<file path="src/rtl/multi_timer.sv">
// multi_timer: bank of CHANNELS independent down-counting timers behind a
// small register file.
//
// Each channel has a LOAD value, a CTRL register (bit0 enable, bit1
// periodic, bit2 irq_enable), a COUNT register and a prescaler.
// The prescaler divides the clock by 2**TIMER_ADDITIONAL_BITS. Each
// prescaler wrap decrements COUNT by one. When COUNT goes from 1 to 0,
// the channel expires and sets its bit in the shared PENDING register.
//
// Ports:
//   clk               sole clock, rising edge
//   rst               asynchronous active-low reset
//   write             register write strobe
//   address           [1:0] register select, upper bits channel index
//   data_in           write data
//   data_out          combinational read of the addressed register
//   channel_interrupt per-channel pending AND irq_enable (registered)
//   timer_interrupt   OR of channel_interrupt (registered)
module multi_timer #(
    parameter int unsigned CHANNELS              = 4,
    parameter int unsigned TIMER_ADDITIONAL_BITS = 8,
    parameter int unsigned COUNT_WIDTH           = 32
) (
    input  logic                          clk,
    input  logic                          rst,
    input  logic                          write,
    input  logic [$clog2(CHANNELS)+1:0]   address,
    input  logic [31:0]                   data_in,
    output logic [31:0]                   data_out,
    output logic [CHANNELS-1:0]           channel_interrupt,
    output logic                          timer_interrupt
);

    localparam int unsigned AW = $clog2(CHANNELS) + 2;
    localparam int unsigned PW = TIMER_ADDITIONAL_BITS;
    localparam int unsigned CW = COUNT_WIDTH;

    localparam int unsigned CTRL_EN  = 0;
    localparam int unsigned CTRL_PER = 1;
    localparam int unsigned CTRL_IE  = 2;

    typedef enum logic [1:0] {
        REG_LOAD    = 2'd0,
        REG_CTRL    = 2'd1,
        REG_COUNT   = 2'd2,
        REG_PENDING = 2'd3
    } reg_sel_e;

    logic [CW-1:0]       load_q  [CHANNELS];
    logic [CW-1:0]       load_d  [CHANNELS];
    logic [CW-1:0]       count_q [CHANNELS];
    logic [CW-1:0]       count_d [CHANNELS];
    logic [PW-1:0]       presc_q [CHANNELS];
    logic [PW-1:0]       presc_d [CHANNELS];
    logic [2:0]          ctrl_q  [CHANNELS];
    logic [2:0]          ctrl_d  [CHANNELS];
    logic [CHANNELS-1:0] pending_q, pending_d;
    logic [CHANNELS-1:0] irq_q, irq_d;
    logic                tirq_q, tirq_d;

    logic [CHANNELS-1:0] running;
    logic [CHANNELS-1:0] pend_set;
    logic [CHANNELS-1:0] pend_clr;
    logic [CHANNELS-1:0] irq_en_d;

    reg_sel_e            sel;
    logic [AW-1:0]       ch_sel;
    logic                ch_valid;
    logic                unused_data;

    assign sel      = reg_sel_e'(address[1:0]);
    assign ch_sel   = address >> 2;
    assign ch_valid = 32'(ch_sel) < CHANNELS;

    // Upper data_in bits are don't-care for narrow registers.
    assign unused_data = ^data_in;

    // Next-state logic. A LOAD write overrides any advance or expiry
    // of the addressed channel at the same edge.
    always_comb begin
        pend_set = '0;
        pend_clr = '0;
        running  = '0;
        irq_en_d = '0;
        for (int unsigned i = 0; i < CHANNELS; i++) begin
            load_d[i]  = load_q[i];
            count_d[i] = count_q[i];
            presc_d[i] = presc_q[i];
            ctrl_d[i]  = ctrl_q[i];

            running[i] = ctrl_q[i][CTRL_EN] && (count_q[i] != '0);

            if (running[i]) begin
                presc_d[i] = presc_q[i] + PW'(1);
                if (presc_q[i] == '1) begin
                    if (count_q[i] == CW'(1)) begin
                        pend_set[i] = 1'b1;
                        count_d[i]  = ctrl_q[i][CTRL_PER] ? load_q[i] : '0;
                    end else begin
                        count_d[i] = count_q[i] - CW'(1);
                    end
                end
            end

            if (write && ch_valid && (32'(ch_sel) == i)) begin
                case (sel)
                    REG_LOAD: begin
                        load_d[i]   = data_in[CW-1:0];
                        count_d[i]  = data_in[CW-1:0];
                        presc_d[i]  = '0;
                        pend_set[i] = 1'b0;
                    end
                    REG_CTRL: ctrl_d[i] = data_in[2:0];
                    default: ;
                endcase
            end

            irq_en_d[i] = ctrl_d[i][CTRL_IE];
        end

        if (write && (sel == REG_PENDING)) begin
            pend_clr = data_in[CHANNELS-1:0];
        end

        // Set wins over a coincident write-1-to-clear.
        pending_d = (pending_q & ~pend_clr) | pend_set;
        irq_d     = pending_d & irq_en_d;
        tirq_d    = |irq_d;
    end

    always_ff @(posedge clk or negedge rst) begin
        if (!rst) begin
            for (int unsigned i = 0; i < CHANNELS; i++) begin
                load_q[i]  <= '0;
                count_q[i] <= '0;
                presc_q[i] <= '0;
                ctrl_q[i]  <= '0;
            end
            pending_q <= '0;
            irq_q     <= '0;
            tirq_q    <= 1'b0;
        end else begin
            for (int unsigned i = 0; i < CHANNELS; i++) begin
                load_q[i]  <= load_d[i];
                count_q[i] <= count_d[i];
                presc_q[i] <= presc_d[i];
                ctrl_q[i]  <= ctrl_d[i];
            end
            pending_q <= pending_d;
            irq_q     <= irq_d;
            tirq_q    <= tirq_d;
        end
    end

    // Read mux; out-of-range channel indices read as zero.
    always_comb begin
        data_out = '0;
        if (sel == REG_PENDING) begin
            data_out = 32'(pending_q);
        end else begin
            for (int unsigned i = 0; i < CHANNELS; i++) begin
                if (ch_valid && (32'(ch_sel) == i)) begin
                    case (sel)
                        REG_LOAD:  data_out = 32'(load_q[i]);
                        REG_CTRL:  data_out = 32'(ctrl_q[i]);
                        REG_COUNT: data_out = 32'(count_q[i]);
                        default:   data_out = '0;
                    endcase
                end
            end
        end
    end

    assign channel_interrupt = irq_q;
    assign timer_interrupt   = tirq_q;

endmodule

</file>
<file path="config.mk">
export PLATFORM = sky130hd
export DESIGN_NAME = multi_timer
export DESIGN_NICKNAME = d
export VERILOG_FILES = /design/src/rtl/multi_timer.sv
export SDC_FILE = /design/constraint.sdc
export NUM_CORES = 1
export LEC_CHECK = 0
export ABC_AREA = 0
export ABC_CLOCK_PERIOD_IN_PS = 3200
export BUFFER_PORTS_ARGS = -buffer_cell sky130_fd_sc_hd__buf_2
export CAP_MARGIN = 20
export CORE_ASPECT_RATIO = 2
export CORE_MARGIN = 4
export CORE_UTILIZATION = 60
export DETAILED_ROUTE_END_ITERATION = 7
export PLACE_DENSITY = 0.87
export RECOVER_POWER = 25
export REMOVE_ABC_BUFFERS = 1
export SETUP_SLACK_MARGIN = 0.2
export SLEW_MARGIN = 20
export SYNTH_ARGS = -nofsm -noshare
export SYNTH_HDL_FRONTEND = slang
export SYNTH_SLANG_ARGS = --single-unit
</file>
<file path="constraint.sdc">
create_clock -name clk -period 3.2 [get_ports clk]
set_input_delay 0.16 -clock clk [delete_from_list [all_inputs] [get_ports clk]]
set_output_delay 0.16 -clock clk [all_outputs]
set_load 0.02 [all_outputs]
</file>
==> results.tsv <==
stage	metric	value	unit
timing	layout_setup_ws	0.2983	ns
cells_and_area	fin_area	0.02212	mm2
die	dieArea	0.03538	mm2
worst_setup_path	crit_type	reg2reg	
min_path	worstHoldStart	write	
place	dp_slack	0.3345	ns
worst_setup_path	cp-end-kind	flop	
cells_and_area	drive_gt1_share	14.44	%
grt	grt_usage	42.47	%
cells_and_area	num_antenna_cells	0	
cells_and_area	final_nets	2455	
timing	fin_setup_tns	0	ns
worst_setup_path	r2r_start	count_q[121]	
timing	relSlewSlack	-68.23	%
die	die_y	262.1	um
grt	grt_overflow	0	
synth	ys_top_cells_by_area	dfrtp_1 (40%), nand2_1 (9.9%), mux4_2 (4.4%)	
outcome	violations	max-capacitance violations, max-slew violations	
die	io_pins	76	
drt	antenna_left	0	
synth	syn_avg_cell_area	8.360	um2
die	initial_core_util	61.17	%
clock_network	insertion_delay	0.59	ns
drt	via_per_inst	6.964	
synth	yosysTopAreaCell	dfrtp_1	
run	drv_cap	1	
worst_setup_path	critical_path.slowest_cell	or4_1	
worst_setup_path	worstPathCellList	or4_4 -> or3_1 -> or4_1 -> o21ai_1 -> and2_1 -> a211o_1	
min_path	min_path_type	in2reg	
synth	synth_ff_type	dfrtp_1	
synth	ys_seq_elements	309	
pwr	leakage	0.009686	uW
worst_setup_path	max_stage_delay	0.79	ns
clock_network	clock_path_buffers	3	
timing	worst_pin_slew	2.523	ns
grt	antenna_found_initial	1	
place	dp.cells	2763	
timing	fin_crit	2.902	ns
drt	drcViolationCount	0	
drt	post_drt_wl_per_cell	26.47	um
grt	grt_pass1_wl	115200	um
place	gp_congestion	1.102	
timing	hold_violations	0	
timing	clock-skew-final	0.02385	ns
drt	wl	75330	um
drt	drt_iter0_drc	2172	
grt	grt_max_degree	94	
worst_setup_path	arrival	3.42	ns
clock_network	htree_levels	1	
timing	fmax	344.6	MHz
synth	synth_cell_types	81	
die	die-width	135.0	um
timing	maxSlewViolCount	45	
clock_network	numClockSinks	309	
synth	synth_top_cell_area_share	39.94	%
synth	netlist_area	0.01936	mm2
pwr	ir_drop	0.5626	mV
synth	synth_warnings	0	
pwr	power_density	592.4	mW/mm2
worst_setup_path	start_kind	flop	
timing	fin_crit_sh	90.68	%
place	io_buffer_count	75	
place	dpl_cell_area	0.02072	mm2
cells_and_area	final_cells	2846	
clock_network	cts-root-buf	clkbuf_16	
timing	setup_violations	0	
synth	async_flop_share	100.0	%
timing	whs	0.2540	ns
die	coreArea	0.03166	mm2
synth	ys_seq_area_share	39.94	%
timing	grt_setup_unrepaired	yes	
drt	via_count	19820	
die	row_count	92	
place	dp_hpwl	54340	um
cells_and_area	area_delta_synth_final	14.25	%
worst_setup_path	cp_data_required_time	3.72	ns
worst_setup_path	crit_fanout	7	
outcome	outcome	finished with violations	
clock_network	cts_tree	built	
clock_network	path_clk_slew	0.07	ns
grt	grt_pass1_vias	19600	
synth	synthCells	2316	
worst_setup_path	crit_start	count_q[121]	
clock_network	numCtsBuffers	29	
drt	drt_first_pass_iters	6	
synth	synth_edf_count	0	
==> power by group <==
| part | switching [uW] | internal [uW] |
|---|---|---|
| combinational | 1900 | 1370 |
| clock | 1650 | 2290 |
| sequential | 1130 | 4760 |
==> state kept, by name, indices dropped and copies added, names as in the netlist <==
signal / cells
count_q: 128
channel_interrupt: 4
ctrl_q: 12
pending_q: 4
timer_interrupt: 1
load_q: 128
presc_q: 32
==> cell type report <==
cell class	count	area (um2)
multi-input cells	1812	10950
inverters	20	75.07
well taps	423	529.3
clock buffers	34	774.5
repair buffers	232	1784
flip-flops and latches	309	7732
clock inverters	16	274.0
fillers	2534	9534
==> Yosys cell counts (23+ instances only) <==
cell type,number
and3_1,45
dfrtp_1,309
o22ai_1,24
o21ai_1,27
nor4_1,42
mux2i_1,39
clkbuf_1,135
xnor2_1,23
o31ai_1,45
a21oi_1,127
a211oi_1,30
nand2_1,510
xor2_1,33
mux4_2,38
a31oi_1,27
o21ai_0,103
or4_1,24
nand3_1,56
a22oi_1,25
nor3_1,63
nor2_1,210
nand4_1,23
==> path summary, 6_finish.rpt <==
check,to,slack (ns),cells past startpoint
setup / recovery,timer_interrupt,0.30,6
hold / removal,pending_q[1],0.25,5
setup reg to reg,timer_interrupt,0.30,6
hold reg to reg,load_q[71],0.51,2
max in group asynchronous,presc_q[14],0.44,3
min in group asynchronous,load_q[111],1.11,2
==> cells by family (layout without fill, tap and decap cells) <==
family	after synthesis	count (layout)	synth area share [%]
buffers and inverters	195	302	4.000
adders and majority gates	12	12	0.7754
and+or+nand+nor	1082	1082	25.89
AOI/OAI and AO/OA	565	565	19.26
xor gates and xnor gates	56	56	2.533
muxes	97	97	7.599
DFF	309	309	39.94
==> metrics by stage <==
| stage | power, uW | utilization [%] |
|---|---|---|
| 6_report | 13100 | 69.88 |
| 5_1_grt | 13640 | 69.88 |
| 4_1_cts | 12960 | 69.82 |
| 3_5_place_dp | 9026 | 65.46 |
| 3_3_place_gp | 8865 | 65.46 |
| 2_1_floorplan | 7569 | - |
==> critical path: cells and delay by family (launching register included) <==
family           cells  cell delay [ns]
AO/OA/AOI/OAI        2             0.38
AND/OR/NAND/NOR      4             2.01
flip-flops           1             0.45
==> repair_timing <==
item	CTS	global route
setup endpoints to repair	0	7
hold buffers	33	0
endpoints found under the hold margin	472	0
setup buffers	0	0
gates resized for setup	0	4
==> layer usage <==
| layer | vias to the layer above | global-route usage, % | part of all wire [%] |
|---|---|---|---|
| li1 | 8590 | - | - |
| met1 | 9547 | 47.56 | 33 |
| met2 | 1259 | 71.43 | 48 |
| met3 | 422 | 7.088 | 8.6 |
| met4 | 2 | 33.07 | 10 |
| met5 | - | 0 | 0.011 |
==> cells in the final DEF (no fill, tap or decap), types with 44 or more instances in the layout <==
master,n
and3_1,45
nand2_1,510
nor3_1,61
nor2_1,206
buf_4,115
o31ai_1,44
buf_2,72
a21oi_1,127
nand3_1,55
dfrtp_1,309
o21ai_0,103
Power figures use the tool's default switching activity.
